File: config.mk
export PLATFORM = sky130hd
export DESIGN_NAME = reg_op_sequencer
export DESIGN_NICKNAME = d
export VERILOG_FILES = /design/src/rtl/reg_op_sequencer.sv
export SDC_FILE = /design/constraint.sdc
export NUM_CORES = 1
export LEC_CHECK = 0
export ABC_AREA = 1
export BUFFER_PORTS_ARGS = -buffer_cell sky130_fd_sc_hd__buf_2
export CAP_MARGIN = 40
export CORE_MARGIN = 2
export CORE_UTILIZATION = 30
export DETAILED_ROUTE_END_ITERATION = 7
export PLACE_DENSITY_LB_ADDON = 0.15
export REMOVE_ABC_BUFFERS = 1
export SYNTH_ARGS = -nofsm -noshare
export SYNTH_HDL_FRONTEND = slang
export SYNTH_SLANG_ARGS = --single-unit
File: constraint.sdc
create_clock -name clk -period 6.9 [get_ports clk]
set_clock_uncertainty 0.05 [all_clocks]
set_input_delay 0.345 -clock clk [delete_from_list [all_inputs] [get_ports clk]]
set_output_delay 0.345 -clock clk [all_outputs]
set_load 0.01 [all_outputs]
File: src/rtl/reg_op_sequencer.sv
// reg_op_sequencer: IDLE->READ->EXEC->WB command sequencer driving a 32x32 register file.
// Define REG_OP_SEQ_ZERO_EN to make register 0 read as zero and drop writes to it.
module reg_op_sequencer #(
  parameter int ADDR_W = 5,
  parameter int DATA_W = 32,
  parameter int IMM_W  = 16
) (
  input  logic              clk,
  input  logic              rst,
  input  logic              cmd_valid,
  output logic              cmd_ready,
  input  logic [2:0]        cmd_op,
  input  logic [ADDR_W-1:0] cmd_rd,
  input  logic [ADDR_W-1:0] cmd_rs,
  input  logic [ADDR_W-1:0] cmd_rt,
  input  logic [IMM_W-1:0]  cmd_imm,
  output logic [ADDR_W-1:0] rf_raddr1,
  output logic [ADDR_W-1:0] rf_raddr2,
  input  logic [DATA_W-1:0] rf_rdata1,
  input  logic [DATA_W-1:0] rf_rdata2,
  output logic              rf_we,
  output logic [ADDR_W-1:0] rf_waddr,
  output logic [DATA_W-1:0] rf_wdata,
  output logic              done,
  output logic [DATA_W-1:0] result,
  output logic              busy
);
`ifdef REG_OP_SEQ_ZERO_EN
  localparam bit ZERO_EN = 1'b1;
`else
  localparam bit ZERO_EN = 1'b0;
`endif
  typedef enum logic [1:0] {IDLE, READ, EXEC, WB} state_t;
  state_t              state;
  logic [2:0]          op;
  logic [ADDR_W-1:0]   rd, rs, rt;
  logic [IMM_W-1:0]    imm;
  logic [DATA_W-1:0]   a, b, alu;
  always_comb
    alu = op == 3'd0 ? a + b :
          op == 3'd1 ? a - b :
          op == 3'd2 ? a & b :
          op == 3'd3 ? a | b :
          op == 3'd4 ? a ^ b :
          op == 3'd5 ? a << b[4:0] :
          op == 3'd6 ? a + {{(DATA_W-IMM_W){imm[IMM_W-1]}}, imm} :
                       {imm, {(DATA_W-IMM_W){1'b0}}};
  // Outputs are registered one state ahead so they are flop-driven in the state they belong to.
  always_ff @(posedge clk) begin
    if (rst) begin
      state     <= IDLE;
      cmd_ready <= 1'b1;
      busy      <= 1'b0;
      rf_raddr1 <= '0;
      rf_raddr2 <= '0;
      rf_we     <= 1'b0;
      rf_waddr  <= '0;
      rf_wdata  <= '0;
      done      <= 1'b0;
      result    <= '0;
      op        <= '0;
      rd        <= '0;
      rs        <= '0;
      rt        <= '0;
      imm       <= '0;
      a         <= '0;
      b         <= '0;
    end else begin
      case (state)
        IDLE: if (cmd_valid) begin
          state     <= READ;
          cmd_ready <= 1'b0;
          busy      <= 1'b1;
          op        <= cmd_op;
          rd        <= cmd_rd;
          rs        <= cmd_rs;
          rt        <= cmd_rt;
          imm       <= cmd_imm;
          rf_raddr1 <= cmd_rs;
          rf_raddr2 <= cmd_rt;
        end
        READ: begin
          state     <= EXEC;
          a         <= ZERO_EN && rs == '0 ? '0 : rf_rdata1;
          b         <= ZERO_EN && rt == '0 ? '0 : rf_rdata2;
          rf_raddr1 <= '0;
          rf_raddr2 <= '0;
        end
        EXEC: begin
          state    <= WB;
          result   <= alu;
          rf_we    <= !(ZERO_EN && rd == '0);
          rf_waddr <= rd;
          rf_wdata <= alu;
          done     <= 1'b1;
        end
        default: begin
          state     <= IDLE;
          rf_we     <= 1'b0;
          rf_waddr  <= '0;
          rf_wdata  <= '0;
          done      <= 1'b0;
          cmd_ready <= 1'b1;
          busy      <= 1'b0;
        end
      endcase
    end
  end
endmodule

After elaboration in Yosys (flattened, before gate mapping)
Cells that the tools add are included.
{"block": "totals", "register_bits": 172, "latchBits": 0, "ramBits": 0, "romBits": 0, "inputBits": 101, "wordCells": 59, "mem_count": 0}
{"block": "classes", "addsub": 3, "n_mul": 0, "div_mod_pow": 0, "n_lt_le_gt_ge": 0, "n_eq_ne": 9, "n_shift": 1, "muxes": 20, "bitwise": 4, "n_reduce_logical": 8}
{"cell": "32-bit 2-to-1 mux", "count": 7}
{"cell": "32-bit adder", "count": 2}
{"cell": "32-bit one-hot mux with 2 select lines", "count": 1}
{"cell": "32-bit bitwise AND", "count": 1}
{"cell": "32-bit OR", "count": 1}
{"cell": "32-bit by 5-bit left shift with 32-bit output", "count": 1}
{"cell": "32-bit subtractor", "count": 1}
{"cell": "32-bit XOR", "count": 1}
{"cell": "5-bit one-hot mux with 2 select lines", "count": 3}
{"cell": "5-bit 2-to-1 mux", "count": 2}
{"cell": "3-bit == test (second input constant)", "count": 3}
{"cell": "3-bit by 2-bit == test with 1-bit output (second input constant)", "count": 2}
{"cell": "1-bit one-hot mux with 2 select lines", "count": 3}
{"cell": "2-bit one-hot mux with 3 select lines", "count": 1}
{"cell": "2-bit AND reduction", "count": 3}
{"cell": "2-bit OR reduction", "count": 2}
{"cell": "3-bit by 1-bit == test with 1-bit output (second input constant)", "count": 1}
{"cell": "3-bit zero test", "count": 1}
{"cell": "2-bit by 1-bit == test with 1-bit output (second input constant)", "count": 1}
{"cell": "2-bit == test (second input constant)", "count": 1}
{"cell": "2-bit zero test", "count": 1}
{"cell": "1-bit 2-to-1 mux", "count": 2}
{"cell": "2-bit 2-to-1 mux", "count": 1}
{"cell": "2-bit != test (second input constant)", "count": 1}
{"cell": "2 further kinds", "count": 2}

Longest topological paths before layout
{"block": "logic_depth", "ltp_word": 9, "mapped_depth": 23, "mapped_depth_nobuf": 23}

Worst setup path before layout
OpenSTA, ideal clock, no wires.
{"block": "synth_timing", "path_kind": "flip-flop to flip-flop", "start": "reg b[3]", "end": "reg result[20]", "setup_ns": 0.132, "arrival_time_ns": 2.593, "setup_slack_ns": 4.125, "path_stages_with_launch": 20, "path_buffers": 2, "synth_period_minus_slack_ns": 2.775, "cell_sequence": "dfxtp_1 -> buf_2 -> clkinv_1 -> clkbuf_1 -> ha_1 -> inv_1 -> o21ai_1 -> inv_1 -> o21ai_1 -> nand2_1 -> nand2_1 -> a21oi_1 -> o21ai_1 -> nand2_1 -> nand2_1 -> nand2_1 -> nand3_1 -> nand2_1 -> nand2_1 -> a21oi_1"}
{"block": "synth_between", "elab_chain_cells": 7, "word_cells_on_any_way": 9}
{"element": "from (decl)", "line": "38", "text": "logic [DATA_W-1:0] a, b, alu;"}
{"element": "from (signal assigned)", "line": "85", "text": "b <= ZERO_EN && rt == '0 ? '0 : rf_rdata2;"}
{"element": "32-bit by 5-bit left shift with 32-bit output", "line": "45", "text": "op == 3'd5 ? a << b[4:0] :"}
{"element": "32-bit 2-to-1 mux", "line": "45"}
{"element": "32-bit 2-to-1 mux", "line": "44", "text": "op == 3'd4 ? a ^ b :"}
{"element": "32-bit 2-to-1 mux", "line": "43", "text": "op == 3'd3 ? a | b :"}
{"element": "32-bit 2-to-1 mux", "line": "42", "text": "op == 3'd2 ? a & b :"}
{"element": "32-bit 2-to-1 mux", "line": "41", "text": "op == 3'd1 ? a - b :"}
{"element": "32-bit 2-to-1 mux (*)", "line": "40", "text": "alu = op == 3'd0 ? a + b :"}
{"element": "to (signal assigned)", "line": "91", "text": "result <= alu;"}
{"element": "to (decl)", "line": "25", "text": "output logic [DATA_W-1:0] result,"}
Every way passes the cells marked *; elsewhere a longest branch is shown, timed or not.
A chain may end at the register's enable or synchronous reset.

Worst setup path after layout
{"block": "layout_timing", "start": "reg b[1]", "end": "reg rf_wdata[29]"}
{"block": "layout_between", "elab_chain_cells": 8, "word_cells_on_any_way": 10}
{"element": "32-bit by 5-bit left shift with 32-bit output", "line": "45"}
{"element": "32-bit 2-to-1 mux", "line": "45"}
{"element": "32-bit 2-to-1 mux", "line": "44"}
{"element": "32-bit 2-to-1 mux", "line": "43"}
{"element": "32-bit 2-to-1 mux", "line": "42"}
{"element": "32-bit 2-to-1 mux", "line": "41"}
{"element": "32-bit 2-to-1 mux (*)", "line": "40"}
{"element": "32-bit one-hot mux with 2 select lines (*)", "line": "69", "text": "case (state)"}
{"element": "to (signal assigned)", "line": "94", "text": "rf_wdata <= alu;"}
{"element": "to (decl)", "line": "23", "text": "output logic [DATA_W-1:0] rf_wdata,"}
Marked as above.

==> impl_metrics.ini <==
[cts]
cts_sinks = 172
clk_pin_slew_ns = 0.08
clock-root-buffer = clkbuf_16
postCtsSetupBuffers = 0
ctsHoldBuffers = 2
cts_resized = 0
cts-buffers-inserted = 17
cts_tree = done
cts-htree-levels = 4
clk_latency_ns = 0.53
clk_path_buf_depth = 2

[setup_path]
worstReg2RegEnd = rf_wdata[29]$_SDFFE_PP0N_
cp-end-kind = flop
rr_startpoint = b[1]$_SDFFE_PP0P_
worstPathMaxFanout = 37
cp.required_ns = 7.30
r2r_cells = 15
startpoint_type = flop
critical_path_arrival_ns = 3.99
reg2reg_slack_ns = 3.31
crit_type = reg -> reg

[synth]
netlist_instances = 2697
yosys-top-cells-area = dfxtp_1 22%, nand2_1 17%, ha_1 10%, o21ai_0 9.9%, a21oi_1 9.8%
yosysTopAreaCell = dfxtp_1
synth_xor_xnor_area_share_pct = 0.891
synthAdderAreaFrac_pct = 10.8
synth_simple_gate_area_share_pct = 31.4
synthMuxAreaShare_pct = 0.0636
yosysWarningCount = 0
synth_compound_area_share_pct = 23.4
synth_edf_count = 0
seq_area_frac_synth_pct = 21.9
syn_area_per_cell_um2 = 5.83
synth_top_area_share_pct = 21.9
ys_ff_latch = 172
synth_top_family_by_area = simple AND/OR/NAND/NOR gates
synth_area_um2 = 15700
synth_cell_types = 48
synth-async-reset-ratio_pct = 0
synth_flop_cell = dfxtp_1

[global_route]
grt_max_degree = 76
grt_overflow = 0
grt_pass1_vias = 16400
grtUsageTotal_pct = 25.9
antenna_found_initial = 2
grt_pass1_wl_um = 104000

[floorplanning]
dieHeight_um = 233
pin_count = 184
core_area_um2 = 51600
die_area_um2 = 54300
die_x_um = 233
rows = 83
start_util_pct = 30.5

[route]
final_antenna_net_count = 0
route.detailed.wl_per_inst_um = 20.3
drt-initial-drc-count = 1677
post_drt_via_cell_ratio = 5.12
routed-via-count = 17800
drtPass1Iterations = 6
wl_um = 70700
drc = 0

[min_path]
holdPathStages = 3
hold_class = in -> reg
whs_endpoint = imm[15]$_SDFFE_PP0P_
min_from = cmd_imm[15]

[sta]
grt_setup_unrepaired = no
min_period_ns = 3.59
drv_slew = 0
period_share_pct = 52.0
setup-tns-final_ns = 0
final_hold_viol_count = 0
worstMarginPinSlew_ns = 0.815
setup_viol = 0
max_slew_margin_pct = 45.6
clock.fmax_ghz = 0.279

[layout]
fin_area_um2 = 17800
layoutNonFillerInstCount = 3482
layout_common_cells = 705 x nand2_1, 324 x inv_1, 312 x o21ai_0
area_delta_synth_final_pct = 13.0
layout_commonest_cell = nand2_1
fillers = 5817
drive_above_1_share_pct = 9.64
nets = 3023

[pwr]
p_total_w = 0.00895
vdd_drop_max_mv = 0.366
cellLeakagePower_nw = 8.71
powerDensity_nw_per_um2 = 503

[run_status]
outcome = completed

[placed_design]
dpl.hpwl_um = 56000
place_congestion = 0.943
placedCellCount = 3447
portBuffers = 183
place_area_um2 = 17200

[flow_run]
cap_violations = 0
## stage by stage
stage | worst slack [ns] | utilization [%] | hold WS (ns)
after floorplan | 3.21 | - | 0.364
after global placement | 3.34 | 33.2 | 0.400
after detailed placement | 3.38 | 33.3 | 0.404
after CTS | 3.35 | 34.5 | 0.00290
after global routing | 3.04 | 34.5 | 0.0304
final | 3.31 | 34.5 | 0.0274
## critical path, stage by stage (launching register included)
cell,delay (ns)
dfxtp_1,0.31
buf_4,0.35
inv_1,0.07
buf_4,0.26
ha_1,0.36
nand3_1,0.08
nand2_1,0.22
a21boi_2,0.11
o21ai_0,0.58
a21oi_1,0.17
o21ai_0,0.40
xor2_1,0.18
nand2_1,0.06
nand2_1,0.09
nand2_1,0.06
a21oi_1,0.13
## cell type report
cell class	count	area [um2]	share of cell area [%]
diodes	1	2.50	0.0141
clock buffers	18	429	2.41
clock inverters	14	168	0.943
inverters	337	1270	7.13
multi-input cells	2052	10500	59.0
flip-flops and latches	172	3440	19.4
well taps	680	851	4.78
repair buffers	208	1130	6.35
## cells by family (layout without fill, tap and decap cells)
kind of cell / after synthesis / count (layout)
and+or+nand+nor: 1202 / 1202
AOI/OAI and AO/OA: 699 / 699
buffers and inverters: 473 / 577
DFF: 172 / 172
adders and majority gates: 134 / 134
xor gates and xnor gates: 16 / 16
muxes: 1 / 1
other: 0 / 1
## state kept, by name, summed over array words and instances, names as in the netlist
register,count
rf_raddr1,5
result,32
cmd_ready,1
done,1
imm,16
rf_raddr2,5
op,3
a,32
rf_wdata,32
rf_waddr,5
busy,1
rd,5
b,32
state,2
## cells in the mapped netlist (4+ instances only)
cell type,number
a211oi_1,4
a21o_1,10
a21oi_1,309
a31oi_1,5
buf_1,8
buf_2,26
clkbuf_1,99
clkinv_1,4
dfxtp_1,172
ha_1,131
inv_1,326
inv_2,7
nand2_1,705
nand3_1,191
nand3b_1,6
nand4_1,20
nor2_1,230
nor3_1,22
nor4_1,5
o2111ai_1,6
o211ai_1,13
o21ai_0,312
o21ai_1,11
o21bai_1,9
or2_2,14
xor2_1,15
## where the power goes
group / leakage, nW / switching [W] / internal [W]
Sequential: 1.41 / 0.000322 / 0.00131
Combinational: 7.00 / 0.00446 / 0.00181
Clock: 0.290 / 0.000526 / 0.000517
Total: 8.71 / 0.00531 / 0.00364
## worst max path at each step
stage / startpoint / endpoint / slack [ns] / depth (start not counted)
6_report: b[1]$_SDFFE_PP0P_ / rf_wdata[29]$_SDFFE_PP0N_ / 3.31 / 15
5_1_grt: b[0]$_SDFFE_PP0P_ / result[20]$_SDFFE_PP0P_ / 3.04 / 18
4_1_cts: b[1]$_SDFFE_PP0P_ / rf_wdata[29]$_SDFFE_PP0N_ / 3.35 / 15
3_5_place_dp: b[0]$_SDFFE_PP0P_ / result[30]$_SDFFE_PP0P_ / 3.38 / 18
3_3_place_gp: b[0]$_SDFFE_PP0P_ / result[30]$_SDFFE_PP0P_ / 3.34 / 18
2_1_floorplan: state[0]$_SDFFE_PP0N_ / rf_waddr[0]$_SDFFE_PP0N_ / 3.21 / 7
## routing by layer
layer	part of all wire, %	GRT usage [%]	vias to the layer above
met2	44	40.1	625
met3	5.2	3.47	100
met1	48	36.3	8128
li1	-	-	8986
met4	3.2	9.47	2
met5	0.018	0	-
Note: power is estimated with default switching activity, not from simulation.
